<file path="config.mk">
export PLATFORM = sky130hd
export DESIGN_NAME = msgdma_fetch_fifo_flat
export DESIGN_NICKNAME = d
export VERILOG_FILES = /design/src/rtl/msgdma_pkg.sv /design/src/rtl/msgdma_fetch_fifo_if.sv /design/src/rtl/msgdma_sfifo.sv /design/src/rtl/msgdma_fetch_fifo.sv /design/src/flat_wrapper.sv
export SDC_FILE = /design/constraint.sdc
export NUM_CORES = 1
export LEC_CHECK = 0
export BUFFER_PORTS_ARGS = -buffer_cell sky130_fd_sc_hd__buf_2
export CAP_MARGIN = 20
export CORE_AREA = 5 5 286 288
export CTS_BUF_LIST = sky130_fd_sc_hd__clkbuf_8
export DETAILED_ROUTE_END_ITERATION = 8
export DIE_AREA = 0 0 291 293
export SLEW_MARGIN = 20
export SYNTH_ARGS = -nofsm -noshare
export SYNTH_HDL_FRONTEND = slang
export SYNTH_HIERARCHICAL = 1
export SYNTH_SLANG_ARGS = --single-unit
</file>
<file path="constraint.sdc">
create_clock -name clk -period 5.8 [get_ports clk]
set_clock_uncertainty 0.1 [all_clocks]
set_input_delay 1.16 -clock clk [delete_from_list [all_inputs] [get_ports clk]]
set_output_delay 1.16 -clock clk [all_outputs]
set_load 0.05 [all_outputs]
</file>
<file path="src/rtl/msgdma_pkg.sv">
`default_nettype none
// ============================================================================
//  Module      : msgdma_pkg
//  Description : Shared types and constants for the mSGDMA fetch FIFO.
//  Revision    : 1.0 - initial release
// ============================================================================
package msgdma_pkg;

    localparam int STREAM_EDGE  = 0;
    localparam int STREAM_LEVEL = 1;
    localparam int PKT_CNT_W    = 16;

    // Packet flags stored ahead of the data word in every FIFO entry.
    typedef struct packed {
        logic sop;
        logic eop;
    } pkt_flags_t;

    localparam int FLAGS_W = $bits(pkt_flags_t);

endpackage
`default_nettype wire

</file>
<file path="src/rtl/msgdma_fetch_fifo_if.sv">
`default_nettype none
// ============================================================================
//  Module      : msgdma_fetch_fifo_if
//  Description : Avalon-ST source channel feeding the fetch FIFO.
//  Revision    : 1.0 - initial release
// ============================================================================
interface msgdma_fetch_fifo_if #(
    parameter int N = 32
);
    logic [N-1:0] source_data;
    logic         source_valid;
    logic         source_startofpacket;
    logic         source_endofpacket;
    logic         source_ready;

    modport master (
        output source_data, source_valid, source_startofpacket, source_endofpacket,
        input  source_ready
    );

    modport slave (
        input  source_data, source_valid, source_startofpacket, source_endofpacket,
        output source_ready
    );
endinterface
`default_nettype wire

</file>
<file path="src/rtl/msgdma_sfifo.sv">
`default_nettype none
// ============================================================================
//  Module      : msgdma_sfifo
//  Description : Synchronous FIFO with registered read port and status flags.
//  Revision    : 1.0 - initial release
// ============================================================================
module msgdma_sfifo #(
    parameter  int W     = 34,
    parameter  int DEPTH = 16,
    localparam int AW    = $clog2(DEPTH),
    localparam int LW    = AW + 1
) (
    input  logic          clk,
    input  logic          reset,
    input  logic          push,
    input  logic [W-1:0]  wdata,
    input  logic          pop,
    output logic [W-1:0]  rdata,
    output logic [LW-1:0] level,
    output logic          empty,
    output logic          full
);

    logic [W-1:0]  mem [DEPTH];
    logic [AW-1:0] wr_ptr_q, wr_ptr_d;
    logic [AW-1:0] rd_ptr_q, rd_ptr_d;
    logic [LW-1:0] level_q, level_d;
    logic          empty_q, empty_d;
    logic          full_q, full_d;
    logic [W-1:0]  rdata_q, rdata_d;

    // Pointers are exactly AW bits wide, so they wrap modulo DEPTH on their own.
    always_comb begin
        wr_ptr_d = wr_ptr_q + AW'(push);
        rd_ptr_d = rd_ptr_q + AW'(pop);
        rdata_d  = pop ? mem[rd_ptr_q] : rdata_q;
        level_d  = level_q + LW'(push) - LW'(pop);
        empty_d  = (level_d == '0);
        full_d   = (level_d == LW'(DEPTH));
    end

    always_ff @(posedge clk or posedge reset) begin
        if (reset) begin
            wr_ptr_q <= '0;
            rd_ptr_q <= '0;
            level_q  <= '0;
            empty_q  <= 1'b1;
            full_q   <= 1'b0;
            rdata_q  <= '0;
        end else begin
            wr_ptr_q <= wr_ptr_d;
            rd_ptr_q <= rd_ptr_d;
            level_q  <= level_d;
            empty_q  <= empty_d;
            full_q   <= full_d;
            rdata_q  <= rdata_d;
        end
    end

    always_ff @(posedge clk) begin
        if (push) begin
            mem[wr_ptr_q] <= wdata;
        end
    end

    assign rdata = rdata_q;
    assign level = level_q;
    assign empty = empty_q;
    assign full  = full_q;

endmodule
`default_nettype wire

</file>
<file path="src/rtl/msgdma_fetch_fifo.sv">
`default_nettype none
// ============================================================================
//  Module      : msgdma_fetch_fifo
//  Description : mSGDMA stream sink buffering words for an edge/level fetcher.
//  Revision    : 1.0 - initial release
// ============================================================================
module msgdma_fetch_fifo
    import msgdma_pkg::*;
#(
    parameter  int N      = 32,
    parameter  int DEPTH  = 16,
    parameter  int STREAM = 0,
    localparam int LW     = $clog2(DEPTH) + 1
) (
    input  logic                 clk,
    input  logic                 reset,
    msgdma_fetch_fifo_if.slave   src,
    input  logic                 fetch_enable,
    output logic [N-1:0]         data,
    output logic                 data_valid,
    output logic                 data_sop,
    output logic                 data_eop,
    output logic [LW-1:0]        level,
    output logic                 empty,
    output logic                 full,
    output logic                 underrun,
    input  logic                 underrun_clr,
    output logic [PKT_CNT_W-1:0] pkt_count
);

    typedef struct packed {
        pkt_flags_t   flags;
        logic [N-1:0] data;
    } entry_t;

    entry_t                 wr_entry;
    entry_t                 rd_entry;
    logic                   push;
    logic                   pop;
    logic                   fetch_req;
    logic                   fe_dly_q, fe_dly_d;
    logic                   data_valid_q, data_valid_d;
    logic                   underrun_q, underrun_d;
    logic [PKT_CNT_W-1:0]   pkt_count_q, pkt_count_d;

    assign wr_entry = {src.source_startofpacket, src.source_endofpacket, src.source_data};
    assign src.source_ready = ~full;

    // No bypass: a request against an empty FIFO never pops, even if a word lands this cycle.
    always_comb begin
        fetch_req    = (STREAM == STREAM_LEVEL) ? fetch_enable : (fetch_enable & ~fe_dly_q);
        push         = src.source_valid & ~full;
        pop          = fetch_req & ~empty;
        fe_dly_d     = fetch_enable;
        data_valid_d = pop;
        underrun_d   = underrun_q;
        if (underrun_clr) begin
            underrun_d = 1'b0;
        end
        if (fetch_req & empty) begin
            underrun_d = 1'b1;
        end
        pkt_count_d  = pkt_count_q + PKT_CNT_W'(data_valid_q & rd_entry.flags.eop);
    end

    always_ff @(posedge clk or posedge reset) begin
        if (reset) begin
            fe_dly_q     <= 1'b0;
            data_valid_q <= 1'b0;
            underrun_q   <= 1'b0;
            pkt_count_q  <= '0;
        end else begin
            fe_dly_q     <= fe_dly_d;
            data_valid_q <= data_valid_d;
            underrun_q   <= underrun_d;
            pkt_count_q  <= pkt_count_d;
        end
    end

    msgdma_sfifo #(
        .W     ($bits(entry_t)),
        .DEPTH (DEPTH)
    ) u_sfifo (
        .clk   (clk),
        .reset (reset),
        .push  (push),
        .wdata (wr_entry),
        .pop   (pop),
        .rdata (rd_entry),
        .level (level),
        .empty (empty),
        .full  (full)
    );

    assign data       = rd_entry.data;
    assign data_sop   = rd_entry.flags.sop;
    assign data_eop   = rd_entry.flags.eop;
    assign data_valid = data_valid_q;
    assign underrun   = underrun_q;
    assign pkt_count  = pkt_count_q;

endmodule
`default_nettype wire

</file>
<file path="src/flat_wrapper.sv">
// flat-port wrapper written by rule: the top's interface ports become plain ports
module msgdma_fetch_fifo_flat import msgdma_pkg::*;
#(
    parameter  int N      = 32,
    parameter  int DEPTH  = 16,
    parameter  int STREAM = 0,
    localparam int LW     = $clog2(DEPTH) + 1
)
  (clk, reset, fetch_enable, data, data_valid, data_sop, data_eop, level, empty, full, underrun, underrun_clr, pkt_count, src_source_data, src_source_valid, src_source_startofpacket, src_source_endofpacket, src_source_ready);
  msgdma_fetch_fifo_if #(.N(N)) src_i ();
  input  logic clk;
  input  logic reset;
  input  logic fetch_enable;
  output logic [N-1:0] data;
  output logic data_valid;
  output logic data_sop;
  output logic data_eop;
  output logic [LW-1:0] level;
  output logic empty;
  output logic full;
  output logic underrun;
  input  logic underrun_clr;
  output logic [PKT_CNT_W-1:0] pkt_count;
  input wire logic [$bits(src_i.source_data)-1:0] src_source_data;
  input wire logic [$bits(src_i.source_valid)-1:0] src_source_valid;
  input wire logic [$bits(src_i.source_startofpacket)-1:0] src_source_startofpacket;
  input wire logic [$bits(src_i.source_endofpacket)-1:0] src_source_endofpacket;
  output wire logic [$bits(src_i.source_ready)-1:0] src_source_ready;
  assign src_i.source_data = src_source_data;
  assign src_i.source_valid = src_source_valid;
  assign src_i.source_startofpacket = src_source_startofpacket;
  assign src_i.source_endofpacket = src_source_endofpacket;
  assign src_source_ready = src_i.source_ready;
  msgdma_fetch_fifo #(.N(N), .DEPTH(DEPTH), .STREAM(STREAM)) u_core (.clk(clk), .reset(reset), .src(src_i), .fetch_enable(fetch_enable), .data(data), .data_valid(data_valid), .data_sop(data_sop), .data_eop(data_eop), .level(level), .empty(empty), .full(full), .underrun(underrun), .underrun_clr(underrun_clr), .pkt_count(pkt_count));
endmodule
</file>
Word level (Yosys, flattened, before mapping):

Memories as Yosys holds them, arrays and structs flattened. A register that Yosys moved wholly into a read port is not among the register bits.
Cells that the tools add are included.

* memories kept: 1
* output and inout port bits: 60
* bits in registers: 34
* word-level logic and storage cells: 30
* memory bits (writable): 544
* input bits: 39

* equal/unequal tests: 1
* mux-type cells: 4
* reductions and logical operators: 2
* bitwise gates (word level): 8
* add/subtract/negate cells: 5

Memory list
* u_core.u_sfifo.mem: depth 16, bits a word 34, rd ports 1, clocked after Yosys merged registers in 1, write ports 1, RTL line msgdma_sfifo.sv:24 `logic [W-1:0] mem [DEPTH];`

Operators with widths (count)
* $add 16x16->16: 1
* $add 4x1->4: 2
* $add 5x1->5: 1
* $and 1x1->1: 5
* $eq 5x5->1 const B: 1
* $logic_not 5->1: 1
* $sub 5x1->5: 1
* $mux 1: 4
* $not 1->1: 3
* $reduce_bool 2->1: 1

Longest topological paths before layout:

* depth in word-level cells: 5
* gate-level depth with buffers: 10
* depth with buffers taken out: 10

By module:

Netlist, hierarchy kept.

Modules (own cells, without submodules)
* msgdma_sfifo: sequential area each 17563.1 sq um, times used 1, cells an instance 1124, area each 22571.6 sq um
* msgdma_fetch_fifo: sequential area each 475.5 sq um, times used 1, cells an instance 72, area each 847.1 sq um

Worst setup path before layout:

Ideal clock, no wire load.

* kind: input to register
* start: input port src_source_valid
* end: memory u_core.u_sfifo.mem[0][0], enable pin
* path slack: 0.987 ns
* required time: 5.233 ns
* stages: 4
* arrival: 4.245 ns
* library setup time: 0.467 ns
* buffers on the path: 0
* cell sequence: nor2b_1 > inv_1 > or3_1 > nor3_1

* cells in the longest elaborated chain, start to end: 3

Ends and longest elaborated chain
* start, declared: RTL line flat_wrapper.sv:25 `input wire logic [$bits(src_i.source_valid)-1:0] src_source_valid;`
* $and 1x1->1: RTL line msgdma_fetch_fifo.sv:52 `push = src.source_valid & ~full;`
* $mux 1: RTL line msgdma_sfifo.sv:61 `if (push) begin`
* $mux 1 (implied by the code): RTL line msgdma_sfifo.sv:62 `mem[wr_ptr_q] <= wdata;`
* end, declared: RTL line msgdma_sfifo.sv:24

No other way between the ends.

Final worst setup path:

* start: input port src_source_valid
* end: memory u_core.u_sfifo.mem[2][22], enable pin

* cells in the longest elaborated chain, start to end: 3

Ends and longest elaborated chain
* $and 1x1->1: RTL line msgdma_fetch_fifo.sv:52
* net u_core.push: RTL line msgdma_fetch_fifo.sv:38 `logic push;`
* $mux 1: RTL line msgdma_sfifo.sv:61
* $mux 1 (implied by the code): RTL line msgdma_sfifo.sv:62

The timed path passes the listed nets, and every way through them passes these cells.

==> impl_summary.log <==
INFO  metric num-fill-cells = 7,473
INFO  metric peakVddDrop = about 290 uV
INFO  metric synthesis.yosys.warnings = 6
INFO  metric yosysSeqAreaShare = 77.0%
INFO  metric numClockSinks = 612
INFO  metric setup.worst_path.start_class = input port
INFO  metric max_freq = 0.313 GHz
INFO  metric grt_usage = 12.4%
INFO  metric yosysUniqueCellTypes = 40
INFO  metric met2WireLength = ~27 mm
INFO  metric finalSetupViolCount = 0
INFO  metric ff_latch_area = about 0.018 mm^2
INFO  metric crit_path_end_kind = flop
INFO  metric syn_avg_cell_area = just under 20 um^2
INFO  metric r2r.worst_path.cells = 5
INFO  metric post_synthesis_cell_area = 0.0234 mm^2
INFO  metric drt_wirelength = 53.8 mm
INFO  metric hpwlAfterDp = 30.1 mm
INFO  metric place.port_buffers = slightly below 100
INFO  metric core = 0.0786 mm^2
INFO  metric finalMaxSlewViolations = 0
INFO  metric tritoncts = built
INFO  metric htree_levels = 3
INFO  metric globalplace.congestion = between 0.7 and 0.8
INFO  metric cp_data_required_time = 6.07 ns
INFO  metric synthCells = between 1,000 and 1,500
INFO  metric clockRootBuffer = sky130_fd_sc_hd__clkbuf_8
INFO  metric cts_hold_buf = 0
INFO  metric layout_worst_path_cycle_share = 55.1%
INFO  metric drc = 0
INFO  metric viasPerCell = about 4.7
INFO  metric timing.critical_path.fanout_max = 25
INFO  metric max-clock-path-buffers = 3
INFO  metric drt.antenna.violating_nets = 0
INFO  metric initial_cell_density_of_the_core = 29.8%
INFO  metric cts_setup_buffers = 0
INFO  metric die_area = 0.0853 mm^2
INFO  metric max_slew_margin = 27.8%
INFO  metric via_count_of_the_first_global_routing_pass = between 10,000 and 15,000
INFO  metric wl_per_cell = about 22 um
INFO  metric worstReg2RegEnd = u_core/u_sfifo/mem[2][22]$_DFFE_PP_
INFO  metric vias = roughly 12,000
INFO  metric layout.cells.most_common = sky130_fd_sc_hd__edfxtp_1
INFO  metric final_core_utilization = between 30% and 40%
INFO  metric cellLeakagePower = about 9.4 nW
INFO  metric cts_repair_resize_count = 0
INFO  metric clk_pin_slew = 0.06 ns
INFO  metric met3RoutedLength = 2.52 mm
INFO  metric critical_path.reg2reg.startpoint = u_core/u_sfifo/full$_DFF_PP0_
INFO  metric finish.net_count = 1,405
INFO  metric setup_tns = 0 ns
INFO  metric die_h = just under 300 um
INFO  metric worst_setup_path_endpoint = u_core/u_sfifo/mem[2][22]$_DFFE_PP_
INFO  metric drt_pre_antenna_iters = 4
INFO  metric startpoint_of_the_worst_setup_timing_path = src_source_valid
INFO  metric mappedNetlistNets = 1,248
INFO  metric multi_input_comb_area = 0.00506 mm^2
INFO  metric result_of_the_run = complete, no violations
INFO  metric ys_seq_elements = slightly above 600
INFO  metric setup.worst_path.class = input port to flop
INFO  metric final_period_minus_worst_setup_slack = about 3.2 ns
INFO  metric area_delta_synth_final = 15.6%
INFO  metric worstMarginPinSlew = roughly 1.1 ns
INFO  metric wl_met1 = 23.2 mm
INFO  metric floorplan.die.width = 291 um
INFO  metric hold_viol = 0
INFO  metric rsz0062_at_grt = false
INFO  metric drv.max_cap_violation_count = 0
INFO  metric most_frequent_cells_in_the_layout = sky130_fd_sc_hd__edfxtp_1 (544), sky130_fd_sc_hd__mux2i_1 (155), sky130_fd_sc_hd__clkbuf_8 (107)
INFO  metric iteration_0_drc_count_of_the_detailed_router = roughly 900
INFO  metric cellPowerDensity = 491 mW/mm^2
INFO  metric post_route_cells_drive_above_1_share = 25.3%
INFO  metric clkLatencyLatePin = 0.68 ns
INFO  metric fin_total_pwr = between 10 and 15 mW
INFO  metric cts-buffers-inserted = 97
INFO  metric hold_path_class = input port to async pin
INFO  metric grt_antenna_before_repair = 1
INFO  metric grt_pass1_wl = 80.4 mm
INFO  metric floorplan.io_pins = 99
INFO  metric overflow_left_after_global_routing = 0
INFO  metric cp_data_arrival_time = 3.47 ns
INFO  metric reg2reg_setup_slack = 2.78 ns
INFO  metric largest_net_degree_at_the_start_of_global_routing = between 100 and 150
INFO  metric top_layer_used = met4
INFO  metric rows = a little over 100
flip-flops by register name, summed over array words and instances (netlist names):
name,cells
u_core/data_valid,1
u_core/fe_dly_q,1
u_core/pkt_count,16
u_core/u_sfifo/empty,1
u_core/u_sfifo/full,1
u_core/u_sfifo/level,5
u_core/u_sfifo/mem,544
u_core/u_sfifo/rd_ptr_q,4
u_core/u_sfifo/rdata,34
u_core/u_sfifo/wr_ptr_q,4
u_core/underrun,1
how the worst min path moves through the flow:
| stage | cells past startpoint | startpoint | slack [ns] | endpoint |
|---|---|---|---|---|
| 6_report | 2 | reset | 0.30 | u_core/u_sfifo/level[4]$_DFF_PP0_ |
| 5_1_grt | 2 | reset | 0.28 | u_core/u_sfifo/level[4]$_DFF_PP0_ |
| 4_1_cts | 2 | reset | 0.24 | u_core/u_sfifo/level[3]$_DFF_PP0_ |
| 3_5_place_dp | 1 | u_core/pkt_count[15]$_DFF_PP0_ | 0.37 | u_core/pkt_count[15]$_DFF_PP0_ |
| 3_3_place_gp | 1 | u_core/pkt_count[15]$_DFF_PP0_ | 0.35 | u_core/pkt_count[15]$_DFF_PP0_ |
| 2_1_floorplan | 1 | u_core/fe_dly_q$_DFF_PP0_ | 0.34 | u_core/data_valid$_DFF_PP0_ |
power by group:
part / switching, mW / internal [mW]
sequential: 0.347 / 5.45
clock: 1.68 / 1.80
combinational: 2.57 / 1.44
worst max-delay path: stages:
cell                      delay [ns]
sky130_fd_sc_hd__buf_2          0.07
sky130_fd_sc_hd__nor2b_1        0.40
sky130_fd_sc_hd__inv_1          0.12
sky130_fd_sc_hd__or3_1          0.52
sky130_fd_sc_hd__nor2_4         0.83
sky130_fd_sc_hd__buf_4          0.34
layout make-up:
| type | count | share of cell area (%) |
|---|---|---|
| multi-input cells | 505 | 18.7 |
| flip-flops and latches | 612 | 66.6 |
| repair buffers | 123 | 2.69 |
| clock buffers | 107 | 5.44 |
| inverters | 14 | 0.194 |
| diodes | 2 | 0.0185 |
| clock inverters | 76 | 1.50 |
| well taps | 1050 | 4.85 |
through the flow:
step | hold slack, ns | std cells | cell area, um^2 | setup slack (ns)
after floorplan | 0.336 | 1196 | 23400 | 0.987
after global placement | 0.352 | 2302 | 25200 | 1.86
after detailed placement | 0.375 | 2304 | 25200 | 1.90
after CTS | 0.243 | 2487 | 27100 | 2.62
after global routing | 0.283 | 2488 | 27100 | 2.51
final | 0.299 | 2489 | 27100 | 2.60
Yosys cell counts, drive strengths merged:
master | number | area share [%]
edfxtp | 544 | 70
mux2i | 155 | 6.6
mux4 | 68 | 6.5
dfrtp | 67 | 7.2
o22ai | 67 | 1.8
nor2 | 45 | 0.72
buf | 40 | 1.3
clkbuf | 25 | 0.41
nor3 | 23 | 0.49
a21oi | 21 | 0.45
o32ai | 20 | 0.75
o21ai | 16 | 0.34
inv | 14 | 0.22
mux2 | 14 | 0.67
xnor2 | 13 | 0.52
ha | 12 | 0.64
nand3 | 9 | 0.21
xor2 | 9 | 0.34
nand2 | 7 | 0.11
nand2b | 5 | 0.13
or3 | 5 | 0.15
nand3b | 3 | 0.096
a21o | 2 | 0.064
and2 | 2 | 0.053
nor2b | 2 | 0.053
nor3b | 2 | 0.064
nor4 | 2 | 0.11
a211oi | 1 | 0.032
dfstp | 1 | 0.11
fa | 1 | 0.085
or2 | 1 | 0.027
kinds of logic after synthesis:
family,after synthesis,synth area share [%]
simple gates,106,2.23
compound gates,127,3.42
fa+ha+maj,13,0.727
mux,237,13.8
buf+inv,79,1.90
flops,612,77.0
xor+xnor,22,0.855
routing by layer:
metal | track usage, % | vias to the layer above
li1 | - | 5157
met1 | 16.2 | 6174
met2 | 21.1 | 275
met3 | 2.44 | 57
met4 | 3.49 | 0
met5 | 0 | -
(Power assumes the default switching activity.)
